--- src/rtl/maxpool_avgpool_stage_if.sv ---
// maxpool_avgpool_stage_if: row stream into and pooled rows out of the 2x2 pooling stage.
interface maxpool_avgpool_stage_if #(parameter int DESIGN_SIZE = 4, parameter int DWIDTH = 8);
  logic                          enable_pool;
  logic                          pool_type;
  logic                          in_data_available;
  logic [DESIGN_SIZE*DWIDTH-1:0] inp_data;
  logic [DESIGN_SIZE-1:0]        validity_mask;
  logic [DESIGN_SIZE*DWIDTH-1:0] out_data;
  logic                          out_data_available;
  logic                          done_pool;
  modport master (output enable_pool, pool_type, in_data_available, inp_data, validity_mask,
                  input out_data, out_data_available, done_pool);
  modport slave (input enable_pool, pool_type, in_data_available, inp_data, validity_mask,
                 output out_data, out_data_available, done_pool);
endinterface

--- src/rtl/maxpool_avgpool_stage.sv ---
// maxpool_avgpool_stage: 2x2 max/average pooling over tiles of DESIGN_SIZE rows, or combinational bypass.
module maxpool_avgpool_stage #(parameter int DESIGN_SIZE = 4, parameter int DWIDTH = 8) (
  input logic clk,
  input logic resetn,
  maxpool_avgpool_stage_if.slave p
);
  localparam int H  = DESIGN_SIZE / 2;
  localparam int CW = $clog2(DESIGN_SIZE + 1);
  typedef enum logic [1:0] {S_IDLE, S_HOLD, S_DONE} state_t;
  state_t                  r_state, w_next;
  logic [CW-1:0]           r_cnt;
  logic [H-1:0][DWIDTH+1:0] r_part, w_red;
  logic [H*DWIDTH-1:0]     w_lo;
  logic [DESIGN_SIZE*DWIDTH-1:0] r_out;
  logic                    r_valid, w_last, w_done;
  for (genvar k = 0; k < H; k++) begin : g_lane
    logic signed [DWIDTH-1:0] w_a, w_b, w_q;
    logic signed [DWIDTH+1:0] w_r, w_p, w_c;
    assign w_a = p.validity_mask[2*k]   ? p.inp_data[2*k*DWIDTH +: DWIDTH]     : '0;
    assign w_b = p.validity_mask[2*k+1] ? p.inp_data[(2*k+1)*DWIDTH +: DWIDTH] : '0;
    assign w_r = p.pool_type ? w_a + w_b : (w_a > w_b ? w_a : w_b);
    assign w_red[k] = w_r;
    assign w_p = r_part[k];
    // Sum of four DWIDTH values fits DWIDTH+2 bits; the floor average fits back in DWIDTH.
    assign w_c = p.pool_type ? w_p + w_r : (w_p > w_r ? w_p : w_r);
    assign w_q = DWIDTH'(w_c >>> 2);
    assign w_lo[k*DWIDTH +: DWIDTH] = p.pool_type ? w_q : w_c[DWIDTH-1:0];
  end
  assign w_last = r_state == S_HOLD && r_cnt == CW'(DESIGN_SIZE - 1);
  always_ff @(posedge clk or negedge resetn) begin
    if (!resetn) r_state <= S_IDLE;
    else r_state <= p.enable_pool ? w_next : S_IDLE;
  end
  always_comb begin
    w_next = !p.in_data_available ? (r_state == S_DONE ? S_IDLE : r_state)
           : r_state == S_HOLD ? (w_last ? S_DONE : S_IDLE) : S_HOLD;
  end
  always_comb begin
    w_done = r_state == S_DONE;
  end
  always_ff @(posedge clk or negedge resetn) begin
    if (!resetn) begin
      r_cnt   <= '0;
      r_part  <= '0;
      r_out   <= '0;
      r_valid <= 1'b0;
    end else if (!p.enable_pool) begin
      r_cnt   <= '0;
      r_part  <= '0;
      r_out   <= '0;
      r_valid <= 1'b0;
    end else begin
      r_valid <= p.in_data_available && r_state == S_HOLD;
      r_cnt   <= r_state == S_DONE ? CW'(p.in_data_available) : r_cnt + CW'(p.in_data_available);
      if (p.in_data_available && r_state != S_HOLD) r_part <= w_red;
      if (p.in_data_available && r_state == S_HOLD) r_out <= {{(DESIGN_SIZE*DWIDTH-H*DWIDTH){1'b0}}, w_lo};
    end
  end
  assign p.out_data           = p.enable_pool ? r_out : p.inp_data;
  assign p.out_data_available = p.enable_pool ? r_valid : p.in_data_available;
  assign p.done_pool          = p.enable_pool ? w_done : 1'b1;
endmodule

--- src/flat_wrapper.sv ---
// flat-port wrapper written by rule: the top's interface ports become plain ports
module maxpool_avgpool_stage_flat 
#(parameter int DESIGN_SIZE = 4, parameter int DWIDTH = 8)
  (clk, resetn, p_enable_pool, p_pool_type, p_in_data_available, p_inp_data, p_validity_mask, p_out_data, p_out_data_available, p_done_pool);
  maxpool_avgpool_stage_if #(.DESIGN_SIZE(DESIGN_SIZE), .DWIDTH(DWIDTH)) p_i ();
  input logic clk;
  input logic resetn;
  input wire logic [$bits(p_i.enable_pool)-1:0] p_enable_pool;
  input wire logic [$bits(p_i.pool_type)-1:0] p_pool_type;
  input wire logic [$bits(p_i.in_data_available)-1:0] p_in_data_available;
  input wire logic [$bits(p_i.inp_data)-1:0] p_inp_data;
  input wire logic [$bits(p_i.validity_mask)-1:0] p_validity_mask;
  output wire logic [$bits(p_i.out_data)-1:0] p_out_data;
  output wire logic [$bits(p_i.out_data_available)-1:0] p_out_data_available;
  output wire logic [$bits(p_i.done_pool)-1:0] p_done_pool;
  assign p_i.enable_pool = p_enable_pool;
  assign p_i.pool_type = p_pool_type;
  assign p_i.in_data_available = p_in_data_available;
  assign p_i.inp_data = p_inp_data;
  assign p_i.validity_mask = p_validity_mask;
  assign p_out_data = p_i.out_data;
  assign p_out_data_available = p_i.out_data_available;
  assign p_done_pool = p_i.done_pool;
  maxpool_avgpool_stage #(.DESIGN_SIZE(DESIGN_SIZE), .DWIDTH(DWIDTH)) u_core (.clk(clk), .resetn(resetn), .p(p_i));
endmodule
--- config.mk ---
export PLATFORM = sky130hd
export DESIGN_NAME = maxpool_avgpool_stage_flat
export DESIGN_NICKNAME = d
export VERILOG_FILES = /design/src/rtl/maxpool_avgpool_stage_if.sv /design/src/rtl/maxpool_avgpool_stage.sv /design/src/flat_wrapper.sv
export SDC_FILE = /design/constraint.sdc
export NUM_CORES = 1
export LEC_CHECK = 0
export CORE_MARGIN = 2
export CORE_UTILIZATION = 25
export DETAILED_ROUTE_END_ITERATION = 10
export MAX_ROUTING_LAYER = met4
export SLEW_MARGIN = 5
export SYNTH_ARGS = -nofsm -noshare
export SYNTH_HDL_FRONTEND = slang
export SYNTH_SLANG_ARGS = --single-unit
--- constraint.sdc ---
create_clock -name clk -period 2.35 [get_ports clk]
set_input_delay 0.705 -clock clk [delete_from_list [all_inputs] [get_ports clk]]
set_output_delay 0.705 -clock clk [all_outputs]
set_load 0.05 [all_outputs]
## Yosys cells after proc, flatten, opt, wreduce, memory -nomap -nowiden

Index checks and enable logic that the tools add are counted.

- Register bits: 58
- Latch bits: 0
- Memory bits (writable): 0
- ROM bits: 0
- Input port bits: 41
- Output and inout port bits: 34
- Word-level logic and storage cells: 54
- Memories kept: 0

- $add $sub $neg: 5
- Multipliers: 0
- Divide/modulo/power cells: 0
- $lt $le $gt $ge: 4
- Eq/ne operators: 7
- Shift operators: 0
- Muxes and demuxes: 29
- Bitwise operators: 0
- Reduce and logical (&&, ||, !) cells: 3

Operators with widths:

| cell | number |
|---|---|
| $mux W32 | 3 |
| $mux W10 | 8 |
| $mux W8 | 6 |
| $mux W20 | 2 |
| $add A10 B10 Y10 | 2 |
| $gt A10 B10 Y1 | 2 |
| $add A8 B8 Y9 | 2 |
| $gt A8 B8 Y1 | 2 |
| $mux W2 | 5 |
| $mux W3 | 2 |
| $ne A2 B1 Y1 const B | 3 |
| $add A3 B1 Y3 | 1 |
| $eq A3 B2 Y1 const B | 1 |
| $logic_and A1 B1 Y1 | 3 |
| $mux W1 | 3 |
| $ne A3 B1 Y1 const B | 1 |
| $eq A2 B1 Y1 const B | 1 |
| $eq A2 B2 Y1 const B | 1 |

## Logic depth before layout (Yosys ltp)

- Word-level depth: 10
- Gate-level depth with buffers: 20
- Depth with buffers taken out: 18

## Worst setup path after synthesis

OpenSTA, ideal clock, no wires.

- Path type: input-to-reg
- Start point: in p_validity_mask[3]
- End point: reg u_core.r_out[15]
- Setup time: 0.126 ns
- Data arrival time: 4.927 ns
- Required time: 2.224 ns
- Setup slack: -2.703 ns
- Stages: 16
- Buffers on the path: 2
- Cell sequence: clkbuf_1 nand2_1 ha_1 a2111o_1 o31ai_4 mux2_2 o21ai_0 inv_1 ha_1 nor2_1 a221o_1 a2111oi_0 a221o_1 buf_2 mux2_4 a221o_1

- Cells in the longest elaborated chain, start to end: 10
- Elaborated cells on any way between the ends: 12
- Those cells by class: 2 x add/sub; 2 x order compare; 8 x mux

Ends and longest elaborated chain:

| what | RTL line | text |
|---|---|---|
| from (decl) | flat_wrapper.sv:12 | `input wire logic [$bits(p_i.validity_mask)-1:0] p_validity_mask;` |
| $mux W8 * | maxpool_avgpool_stage.sv:20 | `assign w_b = p.validity_mask[2*k+1] ? p.inp_data[(2*k+1)*DWIDTH +: DWIDTH] : '0;` |
| $gt A8 B8 Y1 | maxpool_avgpool_stage.sv:21 | `assign w_r = p.pool_type ? w_a + w_b : (w_a > w_b ? w_a : w_b);` |
| $mux W10 | maxpool_avgpool_stage.sv:21 |  |
| $mux W10 * | maxpool_avgpool_stage.sv:21 |  |
| $gt A10 B10 Y1 | maxpool_avgpool_stage.sv:25 | `assign w_c = p.pool_type ? w_p + w_r : (w_p > w_r ? w_p : w_r);` |
| $mux W10 | maxpool_avgpool_stage.sv:25 |  |
| $mux W10 * | maxpool_avgpool_stage.sv:25 |  |
| $mux W8 * | maxpool_avgpool_stage.sv:27 | `assign w_lo[k*DWIDTH +: DWIDTH] = p.pool_type ? w_q : w_c[DWIDTH-1:0];` |
| $mux W32 * | maxpool_avgpool_stage.sv:56 | `if (p.in_data_available && r_state == S_HOLD) r_out <= {{(DESIGN_SIZE*DWIDTH-H*DWIDTH){1'b0}}, w_lo};` |
| $mux W32 * | maxpool_avgpool_stage.sv:47 | `end else if (!p.enable_pool) begin` |
| to (signal assigned) | maxpool_avgpool_stage.sv:56 |  |
| to (decl) | maxpool_avgpool_stage.sv:14 | `logic [DESIGN_SIZE*DWIDTH-1:0] r_out;` |

Mark *: on every way between the ends. The rest lies on a longest branch, timed or not. The select of a mux whose other input is x is not followed.
A chain may end at the register's enable or synchronous reset.

## Worst setup path after layout

- Start point: in p_validity_mask[2]
- End point: reg u_core.r_out[15]

- Cells in the longest elaborated chain, start to end: 10
- Elaborated cells on any way between the ends: 12
- Those cells by class: 2 x add/sub; 2 x order compare; 8 x mux

Ends and longest elaborated chain:

| what | RTL line | text |
|---|---|---|
| $mux W8 * | maxpool_avgpool_stage.sv:19 | `assign w_a = p.validity_mask[2*k] ? p.inp_data[2*k*DWIDTH +: DWIDTH] : '0;` |
| $gt A8 B8 Y1 | maxpool_avgpool_stage.sv:21 |  |
| $mux W10 | maxpool_avgpool_stage.sv:21 |  |
| $mux W10 * | maxpool_avgpool_stage.sv:21 |  |
| $gt A10 B10 Y1 | maxpool_avgpool_stage.sv:25 |  |
| $mux W10 | maxpool_avgpool_stage.sv:25 |  |
| $mux W10 * | maxpool_avgpool_stage.sv:25 |  |
| $mux W8 * | maxpool_avgpool_stage.sv:27 |  |
| $mux W32 * | maxpool_avgpool_stage.sv:56 |  |
| $mux W32 * | maxpool_avgpool_stage.sv:47 |  |

Marked as above.

==> results.md <==
- The weighted congestion reported at the end of routability-driven placement is 0.873.
- After detailed routing, the number of remaining DRC violations is 0.
- Setup repair after global routing could not meet its margin everywhere.
- Counting every net in the synthesized netlist gives 724.
- By area, the combinational part of the netlist is dominated by compound AO/OA/AOI/OAI gates.
- Buffers placed on the I/O ports in this run total 74.
- The final cell area excluding filler cells is 9520 um2.
- The maximum clock frequency is 0.232 GHz.
- The number of violations reported at the end of detailed-routing iteration 0 is 280.
- The checks that failed: negative setup slack.
- Fill cells in the final layout number 1745.
- The number of failing hold endpoints at the final stage is 0.
- The XOR/XNOR share of the synthesized area is 2.49%.
- For the pin with the worst max-slew slack, the measured transition is 0.556 ns.
- The largest driver fanout on the critical path is 6.
- The data arrival at the endpoint of the critical path is 4.49 ns.
- Leaving out fill and tap cells, the most frequent cell in the layout is sky130_fd_sc_hd__buf_4.
- The startpoint type of the worst setup path is an input port.
- The final setup violation count is 34.
- After detailed routing, the average wire length per cell comes to 15.6 um.
- Entering global routing, the biggest net connects 41 pins.
- STA classifies the critical path endpoint as a flip-flop.
- The first global-routing pass estimated 29200 um of wire.
- The flow ran to the end, but the final reports show violations.
- Summing the areas of all fa, ha and maj instances in the mapped netlist gives 19.1% of the synthesized area.
- The worst setup path is of the input port to flip-flop kind.
- Data on the critical path is required at its endpoint by 2.53 ns.
- The clock period minus worst slack is 4.31 ns.
- The cell count after synthesis came out at 609.
- The relative max-transition margin is 62.9%.
- The count of clock tree sinks is 40.
- The number of global-route vias before repair came to 5838.
- The all-layer global routing usage is 18.1%.
- The reg-to-reg startpoint is u_core.g_lane[1].w_p[1].
- The analysis attributes to cell leakage a power of 4.48 nW.
- The area of the core is 19400 um2.
- Dividing the final minimum period by the clock period gives 183%.
- The fraction of final layout cells sized beyond drive strength 1 is 59.4%.
- The effective utilization at floorplan is 25.4%.
- The first detailed-routing pass ran for 5 iterations.
- The TritonCTS clock tree is built.
- The detailed placement HPWL is 13600 um.
- The number of buffers on the longest clock path is 2.
- The number of enable flip-flop cells after synthesis is 0.
- For this run, the leading register cell type out of synthesis is sky130_fd_sc_hd__dfrtp_1.
- The max-slew violation count is 0.
- The number of distinct standard cells referenced by the synthesized netlist is 66.
- The H-tree depth is 2.
- The flop and latch count out of synthesis is 40.
- The peak supply drop is 0.307 mV.
- The power density normalized to cell area is 464 nW/um2.
- In the final design database the tool counted 1045 nets.
- In this run the vertical extent of the chip is 144 um.
- After detailed routing, the number of vias per cell comes to 4.78.
- The worst register-to-register path has a setup slack of -0.17 ns.
- The number of cells traversed by the worst register-to-register path is 7.
- The cell sitting at the root of the clock tree is a sky130_fd_sc_hd__clkbuf_16.
- The type of the worst min-delay path is input port to asynchronous set/reset pin.
- The number of max-cap violations is 0.
- The antenna cell count is 0.
- The floorplan step defined a die boundary enclosing 20800 um2.
- The die boundary width is 144 um.
- After floorplanning, the core was divided into 51 placement rows.
- The number of clock buffers added by TritonCTS is 5.
- The share of the Yosys chip area taken by registers is 20.3%.
- In the synthesized netlist the async set-or-reset flop fraction comes to 100%.
- During I/O placement, the number of pins put on the boundary was 75.
- The layer flagged by global routing as most heavily used is met2.
- The mapped netlist covers 4920 um2.
- The clock reaches the later pin of the worst-skew pair after 0.29 ns.
- Global routing consumed, on the met3 layer, 1.99% of the routing resources.
- The synthesized-area fraction occupied by ao, oa, aoi and oai cells is 21.7%.
- The largest clock skew in the final design is 0.00404 ns.
- The placed cell area is 7810 um2.
- The count of warnings emitted by yosys is 0.
- In the layout the commonest cells are sky130_fd_sc_hd__buf_4 (245), sky130_fd_sc_hd__inv_1 (46), sky130_fd_sc_hd__nand2_1 (42).
- The final wirelength is 18600 um.
- Global routing used 32.6% of the available met2 tracks.
- Global routing finished with a remaining overflow of 0.
- The initial antenna violation count is 0.
- The clock-pin slew of the registers on the worst-case setup and hold paths is 0.07 ns.
- The simple-gate share of the synthesized area is 21.3%.
- Global routing consumed, on the met1 layer, 20.8% of the routing resources.
- The final hold slack is 0.480 ns.
- The average footprint of a synthesized cell is 8.08 um2.
- After synthesis, the share of cell area in mux cells is 8.42%.
- Across all setup checks in the final design, the least slack found is -1.96 ns.
- In this run the critical register-to-register path is captured at u_core.r_out[15].
- The routed layout has 5718 vias.
- The layout overhead on the synthesized area is 93.5%.
- The detail route stage leaves a number of antenna-violating nets equal to 0.
power by group:
group | switching [W] | internal, W
clock | 0.000325 | 0.000506
sequential | 0.0000533 | 0.000737
combinational | 0.00133 | 0.00147
total | 0.00171 | 0.00271
kinds of logic after synthesis:
| kind of cell | count (synthesis) |
|---|---|
| xor gates and xnor gates | 14 |
| AOI/OAI and AO/OA | 156 |
| muxes | 38 |
| and+or+nand+nor | 200 |
| adders and majority gates | 74 |
| buffers and inverters | 87 |
| DFF | 40 |
cell usage after synthesis, drive strengths merged (6+ instances only):
cell,n,area (um2)
dfrtp,40,1000
nand2,61,229
and2,13,83.8
mux2,24,274
nor2,17,63.8
inv,62,233
clkbuf,20,76.3
xnor2,10,87.6
a21o,9,68.8
o31ai,8,73.8
and3,6,37.5
nand4,6,37.5
nor2b,22,138
o21ai,47,235
ha,72,901
nand2b,14,87.6
mux2i,14,140
nand3,16,80.1
nor3,21,105
a21oi,28,140
registers in the layout, summed over array words and instances, names as in the netlist:
register,count
u_core.r_cnt,3
u_core.r_out,16
u_core.r_valid,1
u_core.r_state,2
u_core.g_lane.w_p,18
repair_timing:
item,in CTS,in global routing
setup endpoints to repair,41,34
hold buffers,0,0
gates resized for setup,239,105
pin swaps,84,57
buffers inserted,64,32
routing by layer:
| layer | vias up | wire length, um | share of wire (%) |
|---|---|---|---|
| li1 | 2815 | - | - |
| met1 | 2720 | 7830 | 42 |
| met2 | 141 | 9640 | 52 |
| met3 | 42 | 589 | 3.2 |
| met4 | 0 | 582 | 3.1 |
| met5 | - | 0 | 0 |
worst max-delay path, stage by stage:
cell and delay (ns):
sky130_fd_sc_hd__buf_12 0.11, sky130_fd_sc_hd__and2_4 0.14, sky130_fd_sc_hd__ha_4 0.29, sky130_fd_sc_hd__buf_6 0.09
sky130_fd_sc_hd__nand4_1 0.15, sky130_fd_sc_hd__a211oi_2 0.26, sky130_fd_sc_hd__buf_4 0.16, sky130_fd_sc_hd__o31ai_4 0.07
sky130_fd_sc_hd__buf_6 0.14, sky130_fd_sc_hd__mux2_4 0.32, sky130_fd_sc_hd__o21ai_4 0.16, sky130_fd_sc_hd__inv_2 0.07
sky130_fd_sc_hd__ha_4 0.26, sky130_fd_sc_hd__nor2_2 0.04, sky130_fd_sc_hd__a221o_1 0.36, sky130_fd_sc_hd__a2111oi_4 0.32
sky130_fd_sc_hd__a221o_1 0.25, sky130_fd_sc_hd__mux2_4 0.31, sky130_fd_sc_hd__a221o_1 0.29
final cells by class:
type	count	area (um2)	area share, %
inverters	62	233	2.44
clock buffers	5	125	1.31
repair buffers	339	2960	31.1
clock inverters	3	46.3	0.486
flip-flops and latches	40	1000	10.5
multi-input cells	482	4830	50.7
well taps	265	332	3.48
how the worst max path moves through the flow:
| stage | cells after the start | start | endpoint |
|---|---|---|---|
| floorplan | 16 | p_validity_mask[3] | u_core.r_out[15] |
| global placement | 21 | p_validity_mask[1] | u_core.r_out[1] |
| detailed placement | 21 | p_validity_mask[1] | u_core.r_out[0] |
| CTS | 17 | p_validity_mask[2] | u_core.r_out[15] |
| global route | 19 | p_validity_mask[2] | u_core.r_out[15] |
| finish | 19 | p_validity_mask[2] | u_core.r_out[15] |
through the flow:
stage          utilization [%]  instances  setup slack, ns  power, W  TNS (ns)
2_1_floorplan                -        609            -2.14   0.00196    -36.08
3_3_place_gp              40.3       1112            -2.84   0.00283    -64.79
3_5_place_dp              40.3       1112            -2.91   0.00285    -66.18
4_1_cts                   46.0       1174            -1.87   0.00407    -34.25
5_1_grt                   49.1       1196            -2.10   0.00467    -40.14
6_report                  49.1       1196            -1.96   0.00442    -36.27
(Power assumes the default switching activity.)
